--- src/rtl/serial_audio_rx.sv ---
// serial_audio_rx
// ---------------------------------------------------------------------------
// Capture-path serial audio receiver. Deserialises a bit-clock / word-select /
// data stream from a sound chip into parallel samples tagged with a channel
// index, and buffers them in a show-ahead FIFO with a valid/ready handshake.
// Supports left-justified (MODE 0) and I2S (MODE 1) framing, stereo
// (CHANNELS = 2, WS level selects the channel) or TDM (CHANNELS > 2, a WS
// rising edge marks slot 0).
//
// Ports
//   clk          system clock (32 MHz PLL)
//   nreset       asynchronous active-low reset
//   en           capture enable; low forces the aligner back to unlocked
//   clear_flags  single-cycle pulse clearing overflow / frame_err
//   sck, ws, sd  asynchronous serial pins, synchronised internally
//   out_data     head sample, MSB-first assembled
//   out_chan     channel index of out_data
//   out_valid    FIFO head valid
//   out_ready    consumer accepts the head this cycle
//   fill         FIFO occupancy (0..DEPTH)
//   locked       aligned to a slot boundary
//   overflow     sticky: a completed sample was dropped on a full FIFO
//   frame_err    sticky: a slot ended with fewer than WIDTH bits
// ---------------------------------------------------------------------------
module serial_audio_rx #(
  parameter int  WIDTH    = 16,
  parameter int  CHANNELS = 2,
  parameter int  MODE     = 0,
  parameter int  DEPTH    = 16,
  localparam int CW       = (CHANNELS <= 2) ? 1 : $clog2(CHANNELS),
  localparam int FW       = $clog2(DEPTH) + 1
) (
  input  logic             clk,
  input  logic             nreset,
  input  logic             en,
  input  logic             clear_flags,
  input  logic             sck,
  input  logic             ws,
  input  logic             sd,
  output logic [WIDTH-1:0] out_data,
  output logic [CW-1:0]    out_chan,
  output logic             out_valid,
  input  logic             out_ready,
  output logic [FW-1:0]    fill,
  output logic             locked,
  output logic             overflow,
  output logic             frame_err
);

  localparam int AW  = $clog2(DEPTH);
  localparam int BW  = $clog2(WIDTH + 1);
  localparam int EW  = CW + WIDTH;
  localparam bit TDM = (CHANNELS > 2);

  // -------------------------------------------------------------------------
  // Pin synchronisers and sck rise detection
  // -------------------------------------------------------------------------
  logic sck_s1_reg, sck_s2_reg, sck_hist_reg;
  logic ws_s1_reg, ws_s2_reg;
  logic sd_s1_reg, sd_s2_reg;
  logic srise;

  always_ff @(posedge clk or negedge nreset) begin
    if (!nreset) begin
      sck_s1_reg   <= 1'b0;
      sck_s2_reg   <= 1'b0;
      sck_hist_reg <= 1'b0;
      ws_s1_reg    <= 1'b0;
      ws_s2_reg    <= 1'b0;
      sd_s1_reg    <= 1'b0;
      sd_s2_reg    <= 1'b0;
    end else begin
      sck_s1_reg   <= sck;
      sck_s2_reg   <= sck_s1_reg;
      sck_hist_reg <= sck_s2_reg;
      ws_s1_reg    <= ws;
      ws_s2_reg    <= ws_s1_reg;
      sd_s1_reg    <= sd;
      sd_s2_reg    <= sd_s1_reg;
    end
  end

  assign srise = sck_s2_reg & ~sck_hist_reg;

  // -------------------------------------------------------------------------
  // Effective word select. In I2S the MSB trails the WS change by one bit
  // clock, so WS is delayed by one srise to line the slot start up with it.
  // ws_last_reg holds ws_eff as seen at the previous srise and keeps tracking
  // even while disabled, so enabling mid-stream does not fake a slot start.
  // -------------------------------------------------------------------------
  logic ws_prev_reg, ws_last_reg;
  logic ws_eff, ws_change, ws_rise;

  assign ws_eff    = (MODE == 1) ? ws_prev_reg : ws_s2_reg;
  assign ws_change = ws_eff ^ ws_last_reg;
  assign ws_rise   = ws_eff & ~ws_last_reg;

  always_ff @(posedge clk or negedge nreset) begin
    if (!nreset) begin
      ws_prev_reg <= 1'b0;
      ws_last_reg <= 1'b0;
    end else if (srise) begin
      ws_prev_reg <= ws_s2_reg;
      ws_last_reg <= ws_eff;
    end
  end

  // -------------------------------------------------------------------------
  // Slot aligner / deserialiser FSM
  // -------------------------------------------------------------------------
  typedef enum logic {
    ST_UNLOCKED = 1'b0,
    ST_LOCKED   = 1'b1
  } state_t;

  state_t           state_reg, state_next;
  logic [BW-1:0]    bitcnt_reg, bitcnt_next;
  logic [WIDTH-1:0] shift_reg, shift_next;
  logic [CW-1:0]    chan_reg, chan_next;
  logic             push_reg, push_next;
  logic [EW-1:0]    push_entry_reg, push_entry_next;
  logic             ferr_set;
  logic             slot_start;
  logic [CW-1:0]    slot_chan;
  logic [WIDTH-1:0] shifted;
  logic [BW-1:0]    cnt_after;

  // In TDM a slot also ends by count: the srise after WIDTH captured bits is
  // the first bit of the next slot. That only makes sense once aligned.
  always_comb begin
    if (!TDM) begin
      slot_start = ws_change;
    end else begin
      slot_start = ws_rise |
                   ((state_reg == ST_LOCKED) && (bitcnt_reg == BW'(WIDTH)));
    end
  end

  always_comb begin
    slot_chan = chan_reg;
    if (!TDM) begin
      slot_chan = CW'(ws_eff);
    end else if (ws_rise) begin
      slot_chan = '0;
    end else if (chan_reg == CW'(CHANNELS - 1)) begin
      slot_chan = '0;
    end else begin
      slot_chan = chan_reg + 1'b1;
    end
  end

  always_comb begin
    state_next      = state_reg;
    bitcnt_next     = bitcnt_reg;
    shift_next      = shift_reg;
    chan_next       = chan_reg;
    push_next       = 1'b0;
    push_entry_next = push_entry_reg;
    ferr_set        = 1'b0;
    // Older bits fall off the top; after WIDTH shifts only this slot remains.
    shifted         = (shift_reg << 1) | WIDTH'(sd_s2_reg);
    cnt_after       = bitcnt_reg + 1'b1;

    if (!en) begin
      // Partial word is abandoned; queued samples are untouched.
      state_next  = ST_UNLOCKED;
      bitcnt_next = '0;
    end else if (srise) begin
      if (slot_start) begin
        if ((bitcnt_reg != '0) && (bitcnt_reg < BW'(WIDTH))) begin
          ferr_set = 1'b1;
        end
        state_next  = ST_LOCKED;
        shift_next  = shifted;
        bitcnt_next = BW'(1);
        chan_next   = slot_chan;
        if (WIDTH == 1) begin
          push_next       = 1'b1;
          push_entry_next = {slot_chan, shifted};
        end
      end else if ((state_reg == ST_LOCKED) && (bitcnt_reg < BW'(WIDTH))) begin
        shift_next  = shifted;
        bitcnt_next = cnt_after;
        if (cnt_after == BW'(WIDTH)) begin
          push_next       = 1'b1;
          push_entry_next = {chan_reg, shifted};
        end
      end
    end
  end

  always_ff @(posedge clk or negedge nreset) begin
    if (!nreset) begin
      state_reg      <= ST_UNLOCKED;
      bitcnt_reg     <= '0;
      shift_reg      <= '0;
      chan_reg       <= '0;
      push_reg       <= 1'b0;
      push_entry_reg <= '0;
    end else begin
      state_reg      <= state_next;
      bitcnt_reg     <= bitcnt_next;
      shift_reg      <= shift_next;
      chan_reg       <= chan_next;
      push_reg       <= push_next;
      push_entry_reg <= push_entry_next;
    end
  end

  assign locked = (state_reg == ST_LOCKED);

  // -------------------------------------------------------------------------
  // Show-ahead FIFO. The completed word is registered once (push_reg) before
  // being written, so a push into an empty FIFO shows up a cycle later.
  // -------------------------------------------------------------------------
  logic [EW-1:0] mem [DEPTH];
  logic [AW-1:0] wr_ptr_reg, rd_ptr_reg;
  logic [FW-1:0] fill_reg;
  logic [EW-1:0] head;
  logic          pop, push_ok, ovf_set;

  assign out_valid = (fill_reg != '0);
  assign pop       = out_valid & out_ready;
  // A full FIFO still takes a push when the head leaves in the same cycle.
  assign push_ok   = push_reg & ((fill_reg < FW'(DEPTH)) | pop);
  assign ovf_set   = push_reg & ~push_ok;

  always_ff @(posedge clk) begin
    if (push_ok) begin
      mem[wr_ptr_reg] <= push_entry_reg;
    end
  end

  always_ff @(posedge clk or negedge nreset) begin
    if (!nreset) begin
      wr_ptr_reg <= '0;
      rd_ptr_reg <= '0;
      fill_reg   <= '0;
    end else begin
      if (push_ok) begin
        wr_ptr_reg <= wr_ptr_reg + 1'b1;
      end
      if (pop) begin
        rd_ptr_reg <= rd_ptr_reg + 1'b1;
      end
      case ({push_ok, pop})
        2'b10:   fill_reg <= fill_reg + 1'b1;
        2'b01:   fill_reg <= fill_reg - 1'b1;
        default: fill_reg <= fill_reg;
      endcase
    end
  end

  // Head is masked while empty so the outputs read zero out of reset.
  assign head     = mem[rd_ptr_reg];
  assign out_data = out_valid ? head[WIDTH-1:0] : '0;
  assign out_chan = out_valid ? head[EW-1:WIDTH] : '0;
  assign fill     = fill_reg;

  // -------------------------------------------------------------------------
  // Sticky flags: a set in the same cycle as clear_flags wins.
  // -------------------------------------------------------------------------
  logic overflow_reg, frame_err_reg;

  always_ff @(posedge clk or negedge nreset) begin
    if (!nreset) begin
      overflow_reg  <= 1'b0;
      frame_err_reg <= 1'b0;
    end else begin
      if (ovf_set) begin
        overflow_reg <= 1'b1;
      end else if (clear_flags) begin
        overflow_reg <= 1'b0;
      end
      if (ferr_set) begin
        frame_err_reg <= 1'b1;
      end else if (clear_flags) begin
        frame_err_reg <= 1'b0;
      end
    end
  end

  assign overflow  = overflow_reg;
  assign frame_err = frame_err_reg;

endmodule

--- config.mk ---
export PLATFORM = sky130hd
export DESIGN_NAME = serial_audio_rx
export DESIGN_NICKNAME = d
export VERILOG_FILES = /design/src/rtl/serial_audio_rx.sv
export SDC_FILE = /design/constraint.sdc
export NUM_CORES = 1
export LEC_CHECK = 0
export CAP_MARGIN = 20
export CORE_MARGIN = 8
export CORE_UTILIZATION = 50
export CTS_CLUSTER_SIZE = 8
export DETAILED_ROUTE_END_ITERATION = 8
export PLACE_DENSITY_LB_ADDON = 0.08
export SLEW_MARGIN = 10
export SYNTH_ARGS = -nofsm -noshare
export SYNTH_HDL_FRONTEND = slang
export SYNTH_SLANG_ARGS = --single-unit
--- constraint.sdc ---
create_clock -name clk -period 10.3 [get_ports clk]
set_clock_uncertainty 0.2 [all_clocks]
set_input_delay 2.06 -clock clk [delete_from_list [all_inputs] [get_ports clk]]
set_output_delay 2.06 -clock clk [all_outputs]
set_load 0.01 [all_outputs]
======== Word-level counts from Yosys, hierarchy flattened ========
Memories as Yosys holds them, arrays and structs flattened.
Index checks and enable logic that the tools add are counted.
cells by class
  add/sub/neg operators ................... 5
  order comparisons ....................... 2
  equality and inequality tests ........... 6
  mux-type cells .......................... 26
  bitwise gates (word level) .............. 10
  reductions and logical operators ........ 13
operators with widths
  kind                   number
  $mux W15               2
  $mux W5                4
  $mux W1                18
  $mux W16               1
  $or A16 B1 Y16         1
  $add A5 B1 Y5 const B  2
  $lt A5 B5 Y1 const B   2
  $pmux W5 S2            1
  $reduce_bool A5 Y1     2
  $add A4 B1 Y4 const B  2
  $reduce_bool A2 Y1     4
  $reduce_and A3 Y1      2
  $eq A5 B5 Y1 const B   1
  $reduce_and A5 Y1      1
  $sub A5 B1 Y5 const B  1
  $and A1 B1 Y1          4
  $ne A2 B1 Y1 const B   2
  $reduce_and A2 Y1      2
  $ne A3 B1 Y1 const B   1
  $not A1 Y1             3
  $eq A2 B1 Y1 const B   1
  $eq A2 B2 Y1 const B   1
  $logic_and A1 B1 Y1    2
  $or A1 B1 Y1           1
  $xor A1 B1 Y1          1
word-level totals
  register bits after elaboration ......... 63
  memory bits (writable) .................. 272
  input bits .............................. 8
  output and inout port bits .............. 26
  memories kept ........................... 1
memory list
  memory  words  width  rd ports  clocked after memory_dff  write ports  line  RTL
  mem     16     17     1         0                         1            216   logic [EW-1:0] mem [DEPTH];

======== Logic depth before layout (Yosys ltp) ========
Gate-level depths: netlist of the first run.
  depth in word-level cells ............... 7
  mapped depth ............................ 12
  gate-level depth less buffers ........... 11

======== Worst setup path before layout of the first run ========
No wires, ideal clock.
  path kind ............................... input to register
  start point ............................. input port out_ready
  end point ............................... memory mem[0][0] (netlist bit), enable pin
  setup time .............................. 0.435 ns
  arrival ................................. 4.336 ns
  path slack .............................. 5.329 ns
  stages .................................. 5
  buffers on the path ..................... 1
  path through ............................ nand2b_1 and2_1 clkbuf_1 inv_1 nor4_1
on the way
  longest elaborated chain between the ends .. 5
ends and longest elaborated chain
  element                        line  RTL
  from (decl)                    43    input logic out_ready,
  $and A1 B1 Y1                  223   assign pop = out_valid & out_ready;
  $or A1 B1 Y1                   225   assign push_ok = push_reg & ((fill_reg < FW'(DEPTH)) | pop);
  $and A1 B1 Y1                  225
  $mux W1                        229   if (push_ok) begin
  $mux W1 (implied by the code)  230   mem[wr_ptr_reg] <= push_entry_reg;
  to (decl)                      216
Every way passes these cells.

======== Worst setup path in the final report of the first run ========
  start point ............................. register rd_ptr_reg[1]
  end point ............................... output port out_chan
on the way
  longest elaborated chain between the ends .. 2
ends and longest elaborated chain
  element                 line  RTL
  from (decl)             217   logic [AW-1:0] wr_ptr_reg, rd_ptr_reg;
  from (signal assigned)  244   rd_ptr_reg <= rd_ptr_reg + 1'b1;
  $mem_v2 Z16 W17         n/a
  $mux W1                 257   assign out_chan = out_valid ? head[EW-1:WIDTH] : '0;
  to (decl)               41    output logic [CW-1:0] out_chan,
Every way passes these cells.

==> results of run 1 <==
worst reg2reg max path, cell delays in order (launching register included):
cell      delay [ps]
dfrtp_1          470
nand2b_1         150
and2_1           380
inv_1            260
nor4_2           680
buf_4            450
synth_stat cells, drive strengths merged:
library cell    n
and2            6
mux2           52
xor2            4
nand4bb         1
or3             1
a2bb2o          1
dfrtp          63
o211ai          1
nand3           7
nor2b          19
nand2b          3
a21o            1
edfxtp        272
a21oi           4
and2b           1
buf            26
nand2           9
nand4b          2
a221o          17
o21ai           7
nor4            4
o2bb2ai         1
o22ai           1
nor3            5
a31oi           2
nor2            9
o2111ai         1
xnor2          11
inv            15
mux4           68
a22o            2
nand4           4
or4             1
nor3b           4
clkbuf          4
ha             12
and3            2
o41ai           1
cells by family (layout without fill, tap and decap cells):
| family | Yosys count | count (layout) | share of synthesized area |
|---|---|---|---|
| flops | 335 | 335 | 0.738 |
| mux | 120 | 120 | 0.163 |
| simple gates | 78 | 78 | 0.0345 |
| buf+inv | 45 | 159 | 0.0183 |
| compound gates | 39 | 39 | 0.0247 |
| xor+xnor | 15 | 15 | 0.0105 |
| fa+ha+maj | 12 | 12 | 0.0114 |
worst min path at each step:
| stage | endpoint | cells after the start |
|---|---|---|
| 2_1_floorplan | sck_s2_reg | 0 |
| 3_3_place_gp | sd_s2_reg | 0 |
| 3_5_place_dp | sd_s2_reg | 0 |
| 4_1_cts | sd_s2_reg | 0 |
| 5_1_grt | sd_s2_reg | 0 |
| 6_report | sd_s2_reg | 0 |
per-layer routing:
layer,wire length [um],track usage,share of wire,vias up
met5,0,0,0,-
li1,-,-,-,2762
met1,12900,0.266,0.44,3449
met2,14400,0.307,0.50,158
met3,1360,0.0311,0.047,28
met4,403,0.0451,0.014,0
stage by stage:
stage	power [mW]	hold slack [ps]	setup slack (ps)	cell area, um2
after global routing	3.00	148	4090	15400
after global placement	1.53	135	4770	14000
after CTS	2.94	145	4170	15400
after detailed placement	1.53	135	4740	14000
after floorplan	1.51	131	5330	13200
final	2.91	144	4290	15400
power by group:
part	leakage, nW	switching, mW	total, mW	internal (mW)
combinational	1.37	0.0146	0.0307	0.0162
clock	0.647	0.536	1.41	0.869
sequential	4.00	0.0126	1.48	1.46
layout make-up:
| class | instances | area [um2] |
|---|---|---|
| clock buffers | 85 | 1340 |
| clock inverters | 2 | 25.0 |
| fillers | 1921 | 10600 |
| inverters | 15 | 56.3 |
| multi-input cells | 264 | 3280 |
| flip-flops and latches | 335 | 9750 |
| well taps | 335 | 419 |
| repair buffers | 57 | 505 |
placed cells by master (no fill, tap or decap), types with 15 or more instances in the layout:
master | Yosys | final
clkbuf_16 | 0 | 48
buf_4 | 2 | 24
edfxtp_1 | 272 | 272
clkdlybuf4s50_1 | 0 | 32
clkbuf_1 | 4 | 37
mux4_2 | 68 | 68
dfrtp_1 | 63 | 61
mux2_2 | 43 | 43
inv_1 | 15 | 15
nor2b_1 | 19 | 19
a221o_1 | 17 | 17
==> flow_metrics.py, run 1 <==
metrics = {
    "status": {
        "outcome": "finished, final reports clean",
    },
    "routing": {
        "via_per_inst": 5.85,
        "firstDrtPassIters": 5,
        "routed_wl_um": 29000,
        "drc": 0,
        "wire_per_inst_um": 26.6,
        "drt_iter0_drc": 458,
        "via_count": 6397,
        "ant_nets": 0,
    },
    "floorplan": {
        "row_count": 59,
        "pin_count": 34,
        "die_y_um": 179,
        "chipWidth_um": 179,
        "start_util": 0.508,
        "dieArea_um2": 31900,
        "core_area_um2": 26000,
    },
    "layout": {
        "final_core_util": 0.592,
        "drive_gt1_frac": 0.282,
        "stdcell_count": 1093,
        "largest_reg_flops": 272,
        "fin_nets": 740,
        "area_growth_pct": 16.4,
        "antenna_cells": 0,
    },
    "yosys": {
        "yosys.cell_types.count": 46,
        "synthCells": 644,
        "synth_area_leaders": "edfxtp_1 (62%), dfrtp_1 (12%), mux4_2 (12%), mux2_2 (3.7%), a221o_1 (1.3%)",
        "synth_warnings": 0,
        "synth_area_per_cell_um2": 20.5,
        "synth.top_cell.area_share": 0.618,
        "synth_fp_nets": 664,
        "syn-cell-area_um2": 13200,
        "yosys.area.top_type": "edfxtp_1",
        "ys_seq_area_frac": 0.738,
        "ys_ff_latch": 335,
    },
    "critical_path": {
        "r2r_setup_slack_ps": 7350,
        "cp-start-kind": "register",
        "crit_chain": "buf_4 -> mux4_2 -> mux2_2 -> a221o_1 -> clkdlybuf4s50_1",
        "r2r-end": "mem[1][10]",
        "cp-end-kind": "output port",
        "cp.depth": 5,
        "critPathArrivalTime_ps": 3750,
        "critPathSlowestCell": "buf_4",
        "crit_fanout": 47,
        "worstSetupEndpoint": "out_chan",
        "worst-setup-path-type": "reg -> out",
        "critPathTopFamily": "buffers and inverters",
        "rr_worst_depth": 5,
        "r2r-start": "fill[4]",
        "startpoint": "rd_ptr_reg[1]",
        "path_buf_inv": 2,
        "crit_path_max_incr_delay_ps": 750,
        "required_ps": 8040,
    },
    "placement": {
        "gp_congestion": 0.754,
        "hpwl_um": 16000,
        "dp_cells": 1006,
        "port_buffers": 33,
    },
    "pwr": {
        "cellLeakagePower_nw": 6.01,
        "peakVddDrop_v": 0.000148,
        "p_per_area_nw_per_um2": 189,
    },
    "grt": {
        "grt_max_degree": 64,
        "grt_overflow": 0,
        "first_global_vias": 6764,
        "antenna_found_initial": 0,
        "grt_util_all_layers": 0.189,
        "grt_pass1_wl_um": 44000,
    },
    "run": {
        "drv_cap": 0,
    },
    "clock_network": {
        "hold_buffers": 0,
        "cts_tree": "built",
        "root_buffer": "clkbuf_16",
        "cts_buffer_depth": 3,
        "clkSlewWorstSetupHoldPaths_ps": 50,
        "h-tree-depth": 2,
        "cts_resized": 0,
        "post_cts_buffers": 0,
        "cts.sinks": 335,
        "clock_latency_ps": 530,
        "cts_buffers": 47,
    },
    "sta": {
        "post-route-min-period_ps": 6010,
        "hold_violations": 0,
        "worst_pin_slew_ps": 874,
        "tns_ps": 0,
        "final_max_slew_viol_count": 0,
        "max-slew-margin-rel": 0.417,
        "finalSetupViolations": 0,
        "finalCritPeriodShare": 0.583,
        "fmax_ghz": 0.166,
        "rsz0062_at_grt": "false",
    },
    "hold_path": {
        "hold_class": "reg -> reg",
        "hold_start": "sd_s1_reg",
    },
}
Power figures use the tool's default switching activity.
==> run 2, diff against run 1 <==
- clock period: 10.3 -> 5.6 ns (I/O delays scaled with it)
==> flow_metrics.py, run 2 (synthesized netlist as in run 1, its figures left out) <==
metrics = {
    "routing": {
        "drt_iter0_drc": 414,
        "via_count": 6340,
        "ant_nets": 0,
        "wire_per_inst_um": 26.0,
        "firstDrtPassIters": 4,
        "drc": 0,
        "via_per_inst": 5.77,
        "routed_wl_um": 28600,
    },
    "layout": {
        "final_area_um2": 15500,
        "fin_nets": 745,
        "antenna_cells": 0,
        "final_common_cell": "edfxtp_1",
        "final_core_util": 0.595,
        "area_growth_pct": 17.1,
        "largest_reg_flops": 272,
        "mostFrequentLayoutCells": "edfxtp_1 (272), mux4_2 (68), dfrtp_1 (61)",
        "drive_gt1_frac": 0.287,
        "stdcell_count": 1098,
    },
    "floorplan": {
        "core_area_um2": 26000,
        "die_y_um": 179,
        "dieArea_um2": 31900,
        "start_util": 0.508,
        "chipWidth_um": 179,
        "row_count": 59,
        "pin_count": 34,
    },
    "critical_path": {
        "critPathSlowestCell": "dfrtp_4",
        "startpoint": "rd_ptr_reg[1]",
        "worstSetupEndpoint": "out_data[11]",
        "crit_fanout": 30,
        "cp-start-kind": "register",
        "critPathTopFamily": "buffers and inverters",
        "worst-setup-path-type": "reg -> out",
        "r2r-start": "fill[4]",
        "r2r_setup_slack_ps": 2690,
        "r2r-end": "mem[8][7]",
        "path_buf_inv": 2,
        "required_ps": 4280,
        "cp.depth": 5,
        "crit_chain": "buf_4 -> mux4_2 -> mux2_2 -> a221o_1 -> clkdlybuf4s50_1",
        "cp-end-kind": "output port",
        "rr_worst_depth": 6,
        "crit_path_max_incr_delay_ps": 810,
        "critPathArrivalTime_ps": 3320,
    },
    "grt": {
        "grt_max_degree": 38,
        "grt-busiest-layer": "met2",
        "antenna_found_initial": 0,
        "first_global_vias": 6858,
        "use_met3": 0.0341,
        "grtUsageMet1": 0.250,
        "grt_pass1_wl_um": 43500,
        "grt_overflow": 0,
        "grt_util_all_layers": 0.187,
        "met2_usage": 0.312,
    },
    "clock_network": {
        "h-tree-depth": 2,
        "cts_resized": 0,
        "cts_tree": "built",
        "cts_buffers": 47,
        "cts.sinks": 335,
        "clock_latency_ps": 540,
        "clkSlewWorstSetupHoldPaths_ps": 50,
        "post_cts_buffers": 0,
        "hold_buffers": 0,
        "cts_buffer_depth": 3,
        "root_buffer": "clkbuf_16",
    },
    "run": {
        "drv_cap": 0,
    },
    "sta": {
        "max-slew-margin-rel": 0.401,
        "finalCritPeriodShare": 0.829,
        "hold_violations": 0,
        "worst_pin_slew_ps": 896,
        "fmax_ghz": 0.215,
        "tns_ps": 0,
        "post-route-min-period_ps": 4640,
        "finalSetupViolations": 0,
        "rsz0062_at_grt": "false",
        "fin_ws_ps": 960,
        "final_max_slew_viol_count": 0,
        "holdWs_ps": 145,
    },
    "placement": {
        "post_dp_cell_area_um2": 14100,
        "dp_cells": 1011,
        "port_buffers": 33,
        "hpwl_um": 17200,
        "dp_slack_ps": 1450,
        "gp_congestion": 0.769,
    },
    "pwr": {
        "p_per_area_nw_per_um2": 348,
        "cellLeakagePower_nw": 6.06,
        "finalPower_mw": 5.38,
        "peakVddDrop_v": 0.000246,
    },
    "status": {
        "outcome": "finished, final reports clean",
    },
    "hold_path": {
        "hold_class": "reg -> reg",
    },
}
## run 2: worst min path at each step
stage                     from         end  slack (ps)  cells past startpoint
floorplan           sck_s1_reg  sck_s2_reg         130                      0
global placement     ws_s1_reg   slot_chan         140                      0
detailed placement  sck_s1_reg  sck_s2_reg         140                      0
CTS                  sd_s1_reg   sd_s2_reg         150                      0
global route         sd_s1_reg   sd_s2_reg         150                      0
finish               sd_s1_reg   sd_s2_reg         150                      0
## run 2: cell type report
| class | count | area (um2) |
|---|---|---|
| well taps | 335 | 419 |
| flip-flops and latches | 335 | 9750 |
| clock inverters | 1 | 20.0 |
| multi-input cells | 264 | 3280 |
| inverters | 15 | 56.3 |
| clock buffers | 86 | 1370 |
| repair buffers | 62 | 568 |
| fillers | 1865 | 10500 |
## run 2: report_power, final
part	switching [mW]	total [mW]	internal (mW)
registers	0.0199	2.71	2.69
clock network	0.990	2.62	1.63
logic	0.0267	0.0564	0.0297
## run 2: layer usage
metal  share of wire  up-vias  routed length (um)
met1            0.43     3376               12400
met4           0.017        0                 483
met3           0.040       42                1150
met5               0        -                   0
li1                -     2787                   -
met2            0.51      135               14500
## run 2: worst reg2reg max path: stages (launching register included)
cell,delay [ps]
dfrtp_1,480
nand2b_1,150
and2_1,310
inv_1,240
nor3b_1,380
and2_1,510
buf_4,320
==> RTL edit 1, RTL diff (settings of run 2) <==
`WIDTH`: 16 -> 32.
--- a/src/rtl/serial_audio_rx.sv
+++ b/src/rtl/serial_audio_rx.sv
@@ -23,7 +23,7 @@
 //   frame_err    sticky: a slot ended with fewer than WIDTH bits
 // ---------------------------------------------------------------------------
 module serial_audio_rx #(
-  parameter int  WIDTH    = 16,
+  parameter int  WIDTH    = 32,
   parameter int  CHANNELS = 2,
   parameter int  MODE     = 0,
   parameter int  DEPTH    = 16,
Ports: changed (resized out_data); port bits go from 34 to 50. No check against the original RTL was run, so the function may have changed too.
==> RTL edit 1 against run 2 <==
Synthesized cell count increased by 72%. Setup slack got worse by 150 ps. Area after synthesis increased by 82%. Clock power increased by 82%. Routed wire length increased by 78%. Sequential cell count increased by 289. Count of clock-buffer cells in the layout increased by 60. First-iteration DRC count increased by 95%. Non-clock buffer count increased by 25. Cell area increased by 81%. Power increased by 83%. Largest cell class unchanged. Largest power group unchanged.
==> RTL edit 1: results (changes against run 2) <==
global_route:
  grt_use_met2_pct: 30.1  # was 31.2%
  grt_pass1_wl_um: 77700  # was 43,500 µm
  grt_usage_pct: 18.7  # about the same
  grt.met3_usage_pct: 3.28  # was 3.41%
  use_met1_pct: 26.3  # was 25.0%
  grt_pass1_vias: 12002  # was 6,858
power_and_ir_drop:
  internal_power_mw: 7.94  # was 4.35 mW
  power.leakage_nw: 10.9  # was 6.06 nW
  power.total_mw: 9.86  # was 5.38 mW
detailed_routing:
  vias_per_cell: 5.86  # was 5.77
  wire_per_inst_um: 26.8  # was 26.0 µm
  drtIter0Drc: 806  # was 414
  routed_wl_um: 50900  # was 28,600 µm
logic_synthesis:
  ys_seq_area_share_pct: 75.9  # was 73.8%
  synthTopCellsByArea: "edfxtp_1 (66%), mux4_2 (12%), dfrtp_1 (10%)"  # was edfxtp_1 (62%), dfrtp_1 (12%), mux4_2 (12%)
  synth_commonest_cells: "edfxtp_1 (528), mux4_2 (132), dfrtp_1 (96)"  # was edfxtp_1 (272), mux4_2 (68), dfrtp_1 (63)
  syn_nets: 1125  # was 664
  postSynthAreaPerCell_um2: 21.8  # was 20.5 µm²
  synthArstFlopShare_pct: 15.4  # was 18.8%
  synthDistinctLibCells: 43  # was 46
setup_path:
  worstPathMaxFanout: 33  # was 30
  reg2regPathDepth: 5  # was 6
  worst_path_largest_cell_delay_ps: 580  # was 810 ps
status:
  outcome: "completed"  # unchanged
clocking:
  cts_made_buffers: 87  # was 47
  htreeDepth: 3  # was 2
cells_and_area:
  fin_nets: 1243  # was 745
  largest_reg_flops: 528  # was 272
placed_design:
  pre_cts_ws_ps: 1090  # was 1450 ps
==> RTL edit 1: cell count changes after synthesis, sizes merged, moves of 3 or more <==
cell / delta
edfxtp: +256
nand2: +3
o21ai: -3
a221o: +16
dfrtp: +33
buf: -5
clkbuf: +33
nor2b: +16
mux4: +64
mux2: +49
==> RTL edit 1: final timing paths <==
kind,slack (ps),to,startpoint
worst max register to register,2200,push_entry_reg[18],sck_s2_reg
min in group asynchronous,410,frame_err,nreset
max in group asynchronous,3780,rd_ptr_reg[3],nreset
worst min-delay path,150,slot_chan,ws_s1_reg
worst min register to register,150,slot_chan,ws_s1_reg
worst max-delay path,810,out_data[18],fill[2]
==> RTL edit 1: kinds of logic (layout without fill, tap and decap cells) <==
| group | after synthesis | count (layout) | share of synthesized area, % |
|---|---|---|---|
| adder cells (fa/ha/maj) | 12 | 12 | 0.624 |
| AND/OR/NAND/NOR | 96 | 96 | 2.29 |
| buffers and inverters | 73 | 255 | 1.25 |
| multiplexers | 233 | 233 | 17.5 |
| XOR/XNOR | 14 | 14 | 0.509 |
| AO/OA/AOI/OAI | 53 | 53 | 1.94 |
| flip-flops | 624 | 624 | 75.9 |
==> RTL edit 1: cell type report <==
cell class | instances | area share [%]
Clock inverter | 7 | 0.299
Sequential cell | 624 | 65.1
Clock buffer | 146 | 8.55
Multi-Input combinational cell | 408 | 20.0
Tap cell | 615 | 2.74
Timing Repair Buffer | 87 | 3.11
Inverter | 15 | 0.201
==> RTL edit 1: routing by layer <==
layer / part of all wire (%) / vias to the layer above
li1: - / 4807
met1: 45 / 6036
met2: 49 / 241
met3: 4.1 / 63
met4: 1.5 / 0
met5: 0 / -
==> RTL edit 1: critical path, delay by kind of cell (launching register included) <==
family,cells,cell delay [ps]
compound gates,2,540
buf+inv,2,1090
flops,1,480
simple gates,2,720
==> RTL edit 2, RTL diff (flow settings as in run 2) <==
Without the edit above. Register the output `overflow` once more, cleared by the reset; this adds one clock of latency there. The other outputs are not delayed to match. Comments in the files are not updated.
--- a/src/rtl/serial_audio_rx.sv
+++ b/src/rtl/serial_audio_rx.sv
@@ -280,7 +280,13 @@
     end
   end
 
-  assign overflow  = overflow_reg;
+  always_ff @(posedge clk or negedge nreset) begin
+    if (!nreset) begin
+      overflow <= '0;
+    end else begin
+      overflow <= overflow_reg;
+    end
+  end
   assign frame_err = frame_err_reg;
 
 endmodule
Formal check against the unedited RTL: no difference found for any inputs over 10 cycles, from zero or initial values and one cycle with nreset low; that may be too few to reach the edited logic, so the function may still have changed.
==> RTL edit 2 against run 2 <==
Core utilization down 0.14 points. Power up 0.18%. Sequential cell count up 1. Synthesized cell count up 0.16%. Count of clock-buffer cells in the layout up 1. Area after synthesis up 0.19%. Critical path depth unchanged. Routed wire length up 2.1%. Largest cell class unchanged. Sequential share of layout area up 0.14 points. Highest routed layer unchanged. Cell area about the same. Setup slack better by 110 ps. Largest power group unchanged. Register-to-register slack worse by 160 ps.
==> RTL edit 2: results (changes against run 2) <==
setup_path:
  worstPathMaxFanout: 21  # was 30
  worst_path_largest_cell_delay_ps: 670  # was 810 ps
global_route:
  grt_usage_pct: 18.9  # was 18.7%
  grt_pass1_wl_um: 44000  # was 43,500 µm
  use_met1_pct: 26.2  # was 25.0%
  grt_pass1_vias: 6884  # was 6,858
  grt.met3_usage_pct: 2.99  # was 3.41%
  grt_use_met2_pct: 31.1  # was 31.2%
logic_synthesis:
  syn_nets: 665  # was 664
  synth_fa_ha_area_share_pct: 1.13  # was 1.14%
  synth_compound_area_share_pct: 2.47  # about the same
  synthArstFlopShare_pct: 19.0  # was 18.8%
  syn_inst: 645  # was 644
  synthXorXnorAreaFrac_pct: 1.05  # about the same
detailed_routing:
  wl_met2_um: 14500  # about the same
  drtIter0Drc: 507  # was 414
  vias: 6426  # was 6,340
  drt-met1-wl_um: 12900  # was 12,400 µm
  routed_wl_um: 29100  # was 28,600 µm
sta:
  worst_slew_pin_slew_ps: 846  # was 896 ps
cells_and_area:
  seq_area_share_pct: 63.2  # was 63.1%
  multi_input_area_um2: 3290  # was 3280 µm²
  multi_input_area_share_pct: 21.3  # was 21.2%
  syn_to_final_growth_pct: 16.9  # was 17.1%
  buffers: 58  # was 62
  nClkBuffers: 87  # was 86
  buf_share_pct: 3.48  # was 3.67%
  drive_above_1_share_pct: 28.3  # was 28.7%
  fin_nets: 742  # was 745
  n_fill_cell: 1897  # was 1,865
status:
  outcome: "completed"  # unchanged
power_and_ir_drop:
  power.leakage_nw: 6.05  # was 6.06 nW
placed_design:
  dp.cells: 1008  # was 1,011
  pre_cts_ws_ps: 1450  # about the same
  place_congestion: 0.723  # was 0.769
clocking:
  cts_sinks: 336  # was 335
[RTL edit 2: cell count changes after synthesis, sizes merged]
cell   before  now
dfrtp      63   64
[RTL edit 2: power by group]
part	leakage [nW]	switching, mW	internal (mW)
Sequential	4.01	0.0229	2.70
Combinational	1.38	0.0274	0.0297
Clock	0.658	0.985	1.63
Total	6.05	1.04	4.36
[RTL edit 2: final timing paths]
kind                          startpoint       endpoint  slack (ps)  cells after the start
setup / recovery           rd_ptr_reg[1]    out_data[7]        1070                      5
hold / removal                 sd_s1_reg      sd_s2_reg         150                      0
setup reg to reg                 fill[0]        fill[4]        2530                     10
hold reg to reg                sd_s1_reg      sd_s2_reg         150                      0
max in group asynchronous         nreset  rd_ptr_reg[1]        3710                      2
min in group asynchronous         nreset  bitcnt_reg[2]         490                      1
[RTL edit 2: metrics by stage]
stage          power, mW  util, %
2_1_floorplan       2.79        -
3_3_place_gp        2.82     54.0
3_5_place_dp        2.82     54.0
4_1_cts             5.45     59.4
5_1_grt             5.57     59.4
6_report            5.39     59.4
